## config.mk

```make
export PLATFORM = sky130hd
export DESIGN_NAME = led_sequencer
export DESIGN_NICKNAME = d
export VERILOG_FILES = /design/src/rtl/led_sequencer.sv
export SDC_FILE = /design/constraint.sdc
export NUM_CORES = 1
export LEC_CHECK = 0
export ABC_CLOCK_PERIOD_IN_PS = 3150
export CAP_MARGIN = 40
export CORE_ASPECT_RATIO = 2
export CORE_MARGIN = 4
export CORE_UTILIZATION = 60
export CTS_CLUSTER_SIZE = 20
export DETAILED_ROUTE_END_ITERATION = 10
export DONT_BUFFER_PORTS = 1
export GPL_TIMING_DRIVEN = 0
export PLACE_DENSITY = 0.75
export SLEW_MARGIN = 10
export SYNTH_ARGS = -nofsm -noshare
export SYNTH_HDL_FRONTEND = slang
export SYNTH_SLANG_ARGS = --single-unit
```

## constraint.sdc

```tcl
create_clock -name clk -period 3.15 [get_ports clk]
set_input_delay 0.4725 -clock clk [delete_from_list [all_inputs] [get_ports clk]]
set_output_delay 0.4725 -clock clk [all_outputs]
set_load 0.02 [all_outputs]
```

## src/rtl/led_sequencer.sv

```systemverilog
// led_sequencer: command-driven 8-LED pattern sequencer.
// A programmable down-counter produces a tick; on each tick the LED pattern
// advances according to the current mode (rotate, bounce, stop, single step).
module led_sequencer #(
  parameter int         DIV_WIDTH   = 23,
  parameter logic [7:0] RESET_SPEED = 8'h1F
) (
  input  logic       clk,
  input  logic       reset,
  input  logic       cmd_valid,
  output logic       cmd_ready,
  input  logic [2:0] cmd_op,
  input  logic [7:0] cmd_data,
  output logic [7:0] leds,
  output logic       tick,
  output logic       wrap
);

  localparam int LOW_W = DIV_WIDTH - 8;

  localparam logic [2:0] OP_NOP       = 3'd0;
  localparam logic [2:0] OP_SET_SPEED = 3'd1;
  localparam logic [2:0] OP_RUN_R     = 3'd2;
  localparam logic [2:0] OP_RUN_L     = 3'd3;
  localparam logic [2:0] OP_BOUNCE    = 3'd4;
  localparam logic [2:0] OP_STOP      = 3'd5;
  localparam logic [2:0] OP_LOAD      = 3'd6;
  localparam logic [2:0] OP_STEP      = 3'd7;

  // state        | meaning
  // ST_STOPPED   | leds hold
  // ST_RUN_R     | rotate toward LSB on each tick
  // ST_RUN_L     | rotate toward MSB on each tick
  // ST_BOUNCE_R  | moving toward LSB, reverse when bit 0 is lit
  // ST_BOUNCE_L  | moving toward MSB, reverse when bit 7 is lit
  // ST_STEP_WAIT | one right shift pending on next tick, commands blocked
  typedef enum logic [2:0] {
    ST_STOPPED,
    ST_RUN_R,
    ST_RUN_L,
    ST_BOUNCE_R,
    ST_BOUNCE_L,
    ST_STEP_WAIT
  } state_t;

  state_t               state_q, state_d;
  logic [DIV_WIDTH-1:0] cnt_q, cnt_d;
  logic [7:0]           speed_q, speed_d;
  logic [7:0]           leds_q, leds_d;
  logic                 wrap_q, wrap_d;
  logic                 accept, reload_cmd, expired, shift_en;

  function automatic logic [DIV_WIDTH-1:0] reload_of(input logic [7:0] spd);
    return {spd, {LOW_W{1'b1}}};
  endfunction

  function automatic logic [7:0] rot_r(input logic [7:0] p);
    return {p[0], p[7:1]};
  endfunction

  function automatic logic [7:0] rot_l(input logic [7:0] p);
    return {p[6:0], p[7]};
  endfunction

  assign cmd_ready  = (state_q != ST_STEP_WAIT);
  assign accept     = cmd_valid && cmd_ready;
  // every opcode except NOP and LOAD restarts the divider
  assign reload_cmd = accept && (cmd_op != OP_NOP) && (cmd_op != OP_LOAD);
  assign expired    = (cnt_q == '0);
  // an accepted command always takes priority over the tick's shift
  assign shift_en   = expired && !accept;
  assign tick       = expired && !reload_cmd;
  assign leds       = leds_q;
  assign wrap       = wrap_q;

  // State, divider, speed, pattern and wrap registers.
  always_ff @(posedge clk or posedge reset) begin
    if (reset) begin
      state_q <= ST_STOPPED;
      cnt_q   <= reload_of(RESET_SPEED);
      speed_q <= RESET_SPEED;
      leds_q  <= 8'b1000_0000;
      wrap_q  <= 1'b0;
    end else begin
      state_q <= state_d;
      cnt_q   <= cnt_d;
      speed_q <= speed_d;
      leds_q  <= leds_d;
      wrap_q  <= wrap_d;
    end
  end

  // Command decode, divider next value and per-tick pattern update.
  always_comb begin
    state_d = state_q;
    speed_d = speed_q;
    leds_d  = leds_q;
    wrap_d  = 1'b0;
    cnt_d   = expired ? reload_of(speed_q) : cnt_q - DIV_WIDTH'(1);

    if (accept) begin
      case (cmd_op)
        OP_SET_SPEED: speed_d = cmd_data;
        OP_RUN_R:     state_d = ST_RUN_R;
        OP_RUN_L:     state_d = ST_RUN_L;
        OP_BOUNCE:    state_d = ST_BOUNCE_R;
        OP_STOP:      state_d = ST_STOPPED;
        OP_LOAD:      leds_d  = cmd_data;
        OP_STEP:      state_d = (state_q == ST_STOPPED) ? ST_STEP_WAIT : ST_STOPPED;
        default:      ;
      endcase
      if (reload_cmd) cnt_d = reload_of(speed_d);
    end else if (shift_en) begin
      case (state_q)
        ST_RUN_R: begin
          leds_d = rot_r(leds_q);
          wrap_d = leds_q[0];
        end
        ST_RUN_L: begin
          leds_d = rot_l(leds_q);
          wrap_d = leds_q[7];
        end
        ST_BOUNCE_R: begin
          if (leds_q[0]) begin
            state_d = ST_BOUNCE_L;
            leds_d  = rot_l(leds_q);
            wrap_d  = 1'b1;
          end else begin
            leds_d = rot_r(leds_q);
          end
        end
        ST_BOUNCE_L: begin
          if (leds_q[7]) begin
            state_d = ST_BOUNCE_R;
            leds_d  = rot_r(leds_q);
            wrap_d  = 1'b1;
          end else begin
            leds_d = rot_l(leds_q);
          end
        end
        ST_STEP_WAIT: begin
          leds_d  = rot_r(leds_q);
          wrap_d  = leds_q[0];
          state_d = ST_STOPPED;
        end
        default: ;
      endcase
    end
  end

endmodule
```

-- Word level (Yosys, flattened, before mapping)
Index checks and enable logic that the tools add are counted.
- register bits: 43
- bits in latches: 0
- bits in writable memories: 0
- ROM bits: 0
- bits of input ports: 14
- output and inout bits: 11
- logic and storage cells: 62
- memories: 0
- add/subtract/negate cells: 1
- $mul: 0
- div/mod/pow operators: 0
- $lt $le $gt $ge: 0
- equal/unequal tests: 18
- shift operators: 0
- multiplexer cells: 22
- bitwise logic cells: 0
- reduce and logical (&&, ||, !) cells: 16
- operator list (kind ; count):
    $mux 23 ; 3
    $mux 8 ; 6
    $pmux 8 s4 ; 1
    $logic_not 23->1 ; 1
    $sub 23x1->23 const B ; 1
    $eq 3x3->1 const B ; 6
    $mux 3 ; 5
    $pmux 3 s5 ; 1
    $eq 3x2->1 const B ; 4
    $ne 3x3->1 const B ; 4
    $pmux 3 s3 ; 1
    $eq 3x1->1 const B ; 2
    $ne 6x1->1 const B ; 1
    $logic_and 1x1->1 ; 5
    $reduce_and 5->1 ; 1
    $reduce_bool 5->1 ; 1
    $mux 1 ; 4
    $pmux 1 s4 ; 1
    $reduce_bool 4->1 ; 1
    $logic_not 3->1 ; 1
    $reduce_and 3->1 ; 1
    $reduce_bool 3->1 ; 1
    $logic_not 1->1 ; 2
    $ne 2x1->1 const B ; 1
    2 further kinds ; 2

-- Logic depth before layout (Yosys ltp)
Gate-level depths: netlist of run 1.
- depth after elaboration: 6
- mapped depth: 8
- gate-level depth less buffers: 8

-- Worst setup path after synthesis of run 1
Ideal clock, no wire load.
- path type: register to register
- from: register cnt_q[13]
- to: register state_q[1]
- setup time: 0.129 ns
- arrival: 2.442 ns
- required time: 3.021 ns
- setup slack: 0.579 ns
- cell stages (with the launch flop): 8
- buffers on the path: 1
- clock period less this slack: 2.571 ns
- cell sequence: dfstp_2 -> or4_4 -> or4_4 -> buf_6 -> or4_4 -> or2_1 -> o221ai_1 -> a211oi_1
- word-level cells in the longest chain between the ends: 4
- ends and longest elaborated chain (what ; line ; RTL):
    start: declaration ; 47 ; logic [DIV_WIDTH-1:0] cnt_q, cnt_d;
    start signal: assignment ; 80 ; cnt_q <= reload_of(RESET_SPEED);
    start signal: assignment ; 86 ; cnt_q <= cnt_d;
    $logic_not 23->1 ; 69 ; assign expired = (cnt_q == '0);
    $logic_and 1x1->1 ; 71 ; assign shift_en = expired && !accept;
    $reduce_bool 2->1 (no line) ; n/a ;
    $reduce_and 5->1 (no line) ; n/a ;
    end signal: assignment ; 85 ; state_q <= state_d;
    end: declaration ; 46 ; state_t state_q, state_d;
No other way between the ends.
A chain may end at the register's enable or synchronous reset.

-- Final worst setup path of run 1
- from: register cnt_q[13]
- to: output port tick
- word-level cells in the longest chain between the ends: 2
- ends and longest elaborated chain (what ; line ; RTL):
    $logic_not 23->1 ; 69 ;
    $logic_and 1x1->1 ; 72 ; assign tick = expired && !reload_cmd;
    end: declaration ; 15 ; output logic tick,
No other way between the ends.

==> metrics, run 1 <==
total track usage=23.40%; Detail Placement HPWL=4.495 mm; Setup violations, final=0; Syn Inst Count=278; Site Rows=33; CP required=2.68 ns; Crit. End Element=output pin; die area=between 0.005 and 0.006 mm2; Seq/Total Area, Yosys=42.53%; crit path time final=2.921 ns; PD cells=between 700 and 800 mW/mm2; R2R depth=7; sw power=0.0007987 W; Final period util=92.73%; fmax=0.3423 GHz; TritonRoute pass-1 iters=4; synth unique cells=51; Die W=54.61 um; maximum level of the CTS H-tree=2; Hold Crit Class=primary input to async pin; Syn Nets=294; top_reg_cell synth=dfstp_2; Die Ht=101.2 um; initial antenna violation count=0; Area growth, synth to finish=7.345%; relative slew slack=61.63%; main combinational cell family by area after synthesis=simple AND/OR/NAND/NOR gates; switch share=between 30% and 40%; post-synthesis compound-gate area fraction=14.69%; Crit-path slowest cell=or4_4; vias=2082; clk sinks=between 40 and 50; Vias/cell=~6; drt initial violations=51; internal cell power=0.001257 W; WS Path Type=flop to output pin; Worst setup SP type=flop; IO Pins=25; flops & latches, synth=43; max cap viols=0; Clock Tree Buf Depth=2; final hold violation count=0; share of power burned in registers=48.1%; status=complete, no violations; IO Port Bufs=0; clk slew on worst S/H paths=approximately 0.09 ns; clock group share of total power=17.0%; Avg WL per Cell=~17 um; largest stage delay on the critical path=0.56 ns; P_leak=around 1.0 nW; GPL Wtd Cong=approximately 0.91; EDFF count, synth=0; number of global-route vias before repair=2130; Residual DRC=0; Starting Density=~62%; Synth Area in Adders=0.9602%; largest cells by area after synthesis=dfstp_2 26%, dfrtp_1 16%, mux2_2 5.6%; Post-Synthesis Cell Area=0.002606 mm2; CTS Hold Bufs=0; Worst-Margin Slew=about 0.57 ns; core area=~0.0042 mm2; peak supply drop=0.0005706 V; CTS buffer count=5; largest net degree at the start of global routing=23; WP buf/inv=1; Yosys top cell area share=a little over a quarter; CTS tree=built; Yosys warning count=0; worst slack, placed=0.4200 ns; Critical Path AT=around 2.5 ns; setup bufs post-CTS=0; WL final=5.740 mm; first-pass GRT wire length=slightly below 10 mm; layout net count=303; area leader, netlist=dfstp_2; Post-Synth Simple-Gate Area=21.84%; Mean Syn Cell Area=9.375 um2; CTS root buf=clkbuf_8; cts repair resizes=0; share of layout cells above drive strength 1=23.96%; critical-path cell list=or4_4, or4_4, buf_6, nor2_1, nand4_1, nor2_1; final setup margin=approximately 0.23 ns; FFs w/ async S/R, synth=100.0%; Overflow after GRT=0; crit-path leading delay family=simple AND/OR/NAND/NOR gates; setup TNS=0 ns; RSZ-0062 raised after global routing=false; Ant. Diodes=0; post-synthesis xor/xnor area fraction=~5.7%; CP Max Fanout=6; clock skew=0.007755 ns; Final ANT Viol Nets=0; Slew Limit Fails=0; most frequent cell after synthesis=nand2_1; Commonest cells post-synth=38 x nand2_1, 33 x nor2_1, 26 x dfstp_2, 22 x a21oi_1, 17 x dfrtp_1; logic gate share of total power=34.9%; post-synthesis mux area share=9.265%; clock latency on the worst-skew pair=0.29 ns; Worst path depth=6
[placed cells by master, fill, tap and decap left out, drive strengths merged, types with 2 or more instances in the layout]
cell type | netlist | layout
xor2 | 5 | 5
a21oi | 22 | 22
a211oi | 2 | 2
xnor2 | 12 | 12
nand2 | 38 | 38
dfstp | 26 | 26
o2bb2ai | 2 | 2
clkbuf | 11 | 16
a31oi | 3 | 3
nand3 | 8 | 8
nand3b | 4 | 4
inv | 7 | 7
or4 | 3 | 3
o21ai | 11 | 11
dfrtp | 17 | 17
nor2 | 33 | 33
or2 | 3 | 3
buf | 2 | 3
mux2 | 17 | 17
nor4 | 6 | 6
nor3 | 7 | 7
mux2i | 5 | 5
o221ai | 3 | 3
nand4 | 4 | 4
ha | 2 | 2
o22ai | 7 | 7
clkinvlp | 0 | 2
[metal layers]
metal	wire [um]	global-route usage, %	part of all wire (%)
met1	2031	24.81	35
met2	3394	42.97	59
met3	201	3.387	3.5
met4	113	9.789	2.0
met5	0	0	0
[final timing paths]
kind / startpoint / endpoint / slack, ns
worst max-delay path: cnt_q[13]$_DFF_PP1_ / tick / 0.23
worst min-delay path: reset / leds[3]$_DFFE_PP0P_ / 0.09
worst min register to register: cnt_q[0]$_DFF_PP1_ / cnt_q[0]$_DFF_PP1_ / 0.47
max in group asynchronous: reset / cnt_q[0]$_DFF_PP1_ / 2.49
worst max register to register: cnt_q[13]$_DFF_PP1_ / state_q[1]$_DFFE_PP0P_ / 0.42
min in group clk: cmd_data[7] / speed_q[7]$_DFFE_PP0P_ / 0.32
[flip-flops by register name, summed over array words and instances (netlist names)]
| name | cells |
|---|---|
| leds | 8 |
| speed_q | 8 |
| cnt_q | 23 |
| wrap | 1 |
| state_q | 3 |
[per-stage QoR]
step / cells / hold WS [ns] / area [um2] / power [W] / util [%]
6_report: 340 / 0.09230 / 2798 / 0.002056 / 67.09
4_1_cts: 340 / 0.09543 / 2798 / 0.002063 / 67.09
3_5_place_dp: 332 / 0.4187 / 2709 / 0.001711 / 64.96
3_3_place_gp: 330 / 0.4484 / 2671 / 0.001684 / 64.06
2_1_floorplan: 278 / 0.4361 / 2606 / 0.001540 / -
5_1_grt: 340 / 0.1043 / 2798 / 0.002188 / 67.09
[power by group through the flow]
stage | sequential (W) | combinational [W] | clock [W]
after floorplan | 0.000944 | 0.000596 | 0
after global placement | 0.000989 | 0.000695 | 0
after detailed placement | 0.000996 | 0.000715 | 0
after CTS | 0.000988 | 0.000718 | 0.000358
after global routing | 0.00101 | 0.000796 | 0.000379
final | 0.000989 | 0.000717 | 0.000350
[cell type report]
cell class | count | area [um2]
Fill cell | 355 | 1373
Tap cell | 52 | 65.06
Clock buffer | 5 | 68.82
Clock inverter | 3 | 20.02
Multi-Input combinational cell | 215 | 1368
Inverter | 7 | 26.28
Sequential cell | 43 | 1109
Timing Repair Buffer | 2 | 37.54
Buffer | 13 | 103.9
[cell families after synthesis]
family                     count (synthesis)
and+or+nand+nor                          115
AOI/OAI and AO/OA                         59
adders and majority gates                  2
xor gates and xnor gates                  17
buffers and inverters                     20
DFF                                       43
muxes                                     22
[worst reg2reg max path, stage by stage, from the launching register on]
cell and delay, ns:
dfstp_2 0.40, or4_4 0.56, or4_4 0.44, buf_6 0.15
or4_4 0.51, or2_1 0.29, o221ai_1 0.19, a211oi_1 0.07
(Power assumes the default switching activity.)
==> inputs of run 2 (changes only) <==
Settings changed: CELL_PAD_IN_SITES_DETAIL_PLACEMENT set to 0, CELL_PAD_IN_SITES_GLOBAL_PLACEMENT set to 1, CORE_UTILIZATION 60 to 49, GPL_TIMING_DRIVEN 0 to not set, PLACE_DENSITY 0.75 to 0.78.
==> run 2 against run 1 <==
  * Die area is 20% higher
  * Total power is 2.2% lower
  * Sequential cell count stayed put
  * Global-route usage is 3.6 points lower
  * First-iteration DRC count is 35% lower
  * Combinational power is 6.8% lower
  * Via count is 4.1% lower
  * Sequential power is 0.6% lower
  * Routed wire length is 1.2% higher
  * Largest cell class unchanged
  * Highest routed layer unchanged
==> metrics, run 2 (synthesis results as in run 1) <==
largest stage delay on the critical path=0.55 ns; Setup violations, final=0; Overflow after GRT=0; RSZ-0062 raised after global routing=false; Largest register FFs=23; Vias/cell=5.891; WL final=a little under 6 mm; WS Path Type=flop to output pin; PD cells=~740 mW/mm2; peak supply drop=between 0.0005 and 0.0006 V; total track usage=19.78%; CP required=2.68 ns; Filler Cell Count=514; vias=1997; clk slew on worst S/H paths=approximately 0.09 ns; clock latency on the worst-skew pair=0.31 ns; CP Max Fanout=6; Worst-Margin Slew=slightly below 0.8 ns; WP buf/inv=0; crit-path leading delay family=simple AND/OR/NAND/NOR gates; CTS Hold Bufs=0; max cap viols=0; most common cell after layout, fill and taps aside=nand2_1; Critical Path AT=2.38 ns; first-pass GRT wire length=10.10 mm; Area growth, synth to finish=4.513%; GPL Wtd Cong=0.8030; Die Ht=111.1 um; Final period util=90.61%; Die W=between 50 and 60 um; core area=0.005139 mm2; IO Port Bufs=0; maximum level of the CTS H-tree=2; clk sinks=between 40 and 50; Starting Density=50.72%; crit path time final=between 2 and 3 ns; largest net degree at the start of global routing=29; Detail Placement HPWL=~4.4 mm; layout net count=296; CTS root buf=clkbuf_8; final hold violation count=0; status=complete, no violations; fmax=0.3504 GHz; Avg WL per Cell=17.13 um; Residual DRC=0; Final ANT Viol Nets=0; relative slew slack=a little under half; Largest Register=cnt_q; initial antenna violation count=0; Ant. Diodes=0; clock skew=0.009022 ns; Layout Utilization=53.01%; Critical path origin=cnt_q[13]$_DFF_PP1_; most frequent cells in the layout=38 x nand2_1, 33 x nor2_1, 26 x dfstp_2, 22 x a21oi_1, 17 x dfrtp_1; Hold Crit Class=primary input to async pin; drt initial violations=33; die area=0.006621 mm2; cts repair resizes=0; share of layout cells above drive strength 1=24.20%; setup TNS=0 ns; P_leak=1.016 nW; IO Pins=25; critical-path cell list=or4_4, or4_4, nor2_1, nand4_1, nor2_1; TritonRoute pass-1 iters=4; Site Rows=37; Slew Limit Fails=0; Reg-to-Reg Start=cnt_q[13]$_DFF_PP1_; number of global-route vias before repair=2131; CTS tree=built; setup bufs post-CTS=0; Crit-path slowest cell=or4_4; Worst setup SP type=flop; Clock Tree Buf Depth=2; Crit. End Element=output pin; CTS buffer count=5
run 2: changes by cell type in the layout (fill, tap and decap cells not counted):
cell | previous run | this run
clkdlybuf4s18_2 | 1 | 0
clkbuf_1 | 7 | 0
buf_6 | 2 | 0
inv_1 | 6 | 7
buf_4 | 0 | 8
buf_16 | 1 | 0
clkbuf_8 | 9 | 5
inv_2 | 1 | 0
run 2: area by class of cell:
type	count	area (um2)	share of cell area [%]
clock buffers	5	68.82	2.526
clock inverters	3	20.02	0.7350
inverters	7	26.28	0.9646
multi-input cells	215	1368	50.21
flip-flops and latches	43	1109	40.70
well taps	58	72.57	2.664
repair buffers	8	60.06	2.205
run 2: metrics by stage:
step                setup slack [ns]  power (W)  instance area, um2  cells  hold slack [ns]
finish                        0.2958   0.002010                2724    339           0.1127
global route                  0.2166   0.002172                2724    339           0.1635
CTS                           0.2362   0.002042                2724    339           0.1223
detailed placement            0.4682   0.001671                2635    331           0.4536
global placement              0.5199   0.001654                2635    331           0.4482
floorplan                     0.5794   0.001540                2606    278           0.4361
run 2: path summary, 6_finish.rpt:
path                                          end  slack, ns  cells after the start
max                                          tick       0.30                      5
min                        state_q[1]$_DFFE_PP0P_       0.11                      1
max reg2reg                   leds[2]$_DFFE_PP0P_       0.48                      6
min reg2reg                    cnt_q[0]$_DFF_PP1_       0.47                      1
max in group asynchronous     cnt_q[17]$_DFF_PP1_       2.19                      2
min in group clk           state_q[2]$_DFFE_PP0P_       0.24                      1
run 2: routing by layer:
metal | global-route usage (%) | vias to the layer above | share of wire [%]
met3 | 4.312 | 11 | 3.0
li1 | - | 991 | -
met1 | 19.81 | 969 | 36
met4 | 9.467 | 0 | 2.5
met5 | 0 | - | 0
met2 | 36.16 | 26 | 58
run 2: report_power, final:
part | internal, W | leakage (nW) | switching, W
sequential | 0.000752 | 0.476 | 0.000231
combinational | 0.000321 | 0.500 | 0.000347
clock | 0.000154 | 0.0402 | 0.000205
==> edit, RTL diff (flow settings as in run 2) <==
The 6 states of `state_t` get a one-hot encoding in 6 bits.
--- a/src/rtl/led_sequencer.sv
+++ b/src/rtl/led_sequencer.sv
@@ -35,11 +35,11 @@
   // ST_BOUNCE_L  | moving toward MSB, reverse when bit 7 is lit
   // ST_STEP_WAIT | one right shift pending on next tick, commands blocked
-  typedef enum logic [2:0] {
-    ST_STOPPED,
-    ST_RUN_R,
-    ST_RUN_L,
-    ST_BOUNCE_R,
-    ST_BOUNCE_L,
-    ST_STEP_WAIT
+  typedef enum logic [5:0] {
+    ST_STOPPED   = 6'b000001,
+    ST_RUN_R     = 6'b000010,
+    ST_RUN_L     = 6'b000100,
+    ST_BOUNCE_R  = 6'b001000,
+    ST_BOUNCE_L  = 6'b010000,
+    ST_STEP_WAIT = 6'b100000
   } state_t;
 
Behaviour: no difference found for any inputs over 10 cycles, from zero or initial values and one cycle with reset high; not proved beyond that.
==> edit against run 2 <==
Routed wire length is 26% higher. Die area is 8.3% higher. Sequential cell count is 3 higher. Clock skew is 2.3 ps lower. Final cell count is 5.0% higher. Synthesized area is 9.3% higher. Power is 9.4% higher. Worst setup slack better by 270 ps. Via count is 16% higher. Design area is 15% higher. Count of clock-buffer cells in the layout is 1 higher. Worst hold slack worse by 3.9 ps. First-iteration DRC count is 110% higher. Highest routed layer unchanged.
==> edit: results (changes against run 2) <==
stage,metric,value,unit,change
outcome,status,completed,,
finish,sequential cell area share,37.8,%,-2.9 points
finish,final cell count without fillers,356,,+5.0%
power,Pwr per Cell Area,702,nW/um^2,-4.9%
finish,fill count,522,,+1.6%
placed_design,placed cell areas,2930,sq um,+11%
placed_design,pre-CTS setup slack,587,ps,+119 ps
synth,post-synthesis xor/xnor area fraction,4.61,%,-1.1 points
cts,clock-pin transition on the worst setup and hold timing paths,60,ps,-30 ps
grt,gr usage total,22.5,%,+2.7 points
critical_path,CP Max Fanout,12,,+6
detailed_routing,wl on met1,2.59,mm,+22%
synth,post-synth net total,311,,+5.8%
finish,sequential cell count,46,,+7.0%
placed_design,Placed Cells,348,,+5.1%
power,Internal,1.49,mW,+22%
critical_path,Critical Path Start,state_q[4]$_DFFE_PP0P_,,
critical_path,r2r setup slk,560,ps,+80 ps
sta,relative slew slack,43.8,%,-3.8 points
detailed_routing,Iter 0 DRT Violations,69,,+110%
sta,Max Freq,0.386,GHz,+10%
cts,CTS root buf,clkbuf_16,,
finish,layout cells sized above 1,25.4,%,+1.2 points
finish,Final clock-cell share,6.35,%,+3.1 points
critical_path,Worst Path Arrival,2770,ps,+390 ps
grt,vias in the first global route,2345,,+10%
synth,sequential area share after synthesis,41.6,%,-0.94 points
critical_path,Crit Reg-Reg Endpoint,leds[1]$_DFFE_PP0P_,,
synth,Compound-Gate Fraction of Synth Area,18.8,%,+4.1 points
finish,multi-input gates,225,,+4.7%
power,Comb pwr share,26.8,%,-6.4 points
critical_path,Setup CP Type,flip-flop to flip-flop,,
grt,first-pass GRT wire length,11.7,mm,+16%
synth,syn_area_per_cell,9.66,sq um,+3.0%
detailed_routing,met3 routed WL,161,um,-6.4%
detailed_routing,wire per inst,20.5,um,+20%
grt,met3 Usage GRT,3.68,%,-0.63 points
cts,Worst-Skew Late Latency,290,ps,-20 ps
detailed_routing,vias per std cell,6.53,,+11%
finish,clk_buf instances,6,,+1
grt,met1 Use GR,21.7,%,+1.9 points
==> edit: cell types whose count changed in the layout (fill, tap and decap cells not counted), moves of 5 or more <==
cell | before | now
o22ai_1 | 7 | 2
nor2_1 | 33 | 21
a21oi_1 | 22 | 3
a211oi_1 | 1 | 7
nand3_1 | 8 | 20
o31ai_1 | 0 | 10
or3_1 | 0 | 8
nor3_1 | 7 | 22
o221a_2 | 0 | 7
nand2_1 | 38 | 16
or4_1 | 0 | 8
clkbuf_16 | 0 | 5
==> edit: worst min path at each step <==
| stage | from | to | cells after the start |
|---|---|---|---|
| finish | reset | speed_q[6]$_DFFE_PP0P_ | 1 |
| global route | reset | speed_q[6]$_DFFE_PP0P_ | 1 |
| CTS | reset | speed_q[6]$_DFFE_PP0P_ | 1 |
| detailed placement | reset | cnt_q[21]$_DFF_PP0_ | 1 |
| global placement | cnt_q[0]$_DFF_PP1_ | cnt_q[0]$_DFF_PP1_ | 1 |
| floorplan | cnt_q[0]$_DFF_PP1_ | cnt_q[0]$_DFF_PP1_ | 1 |
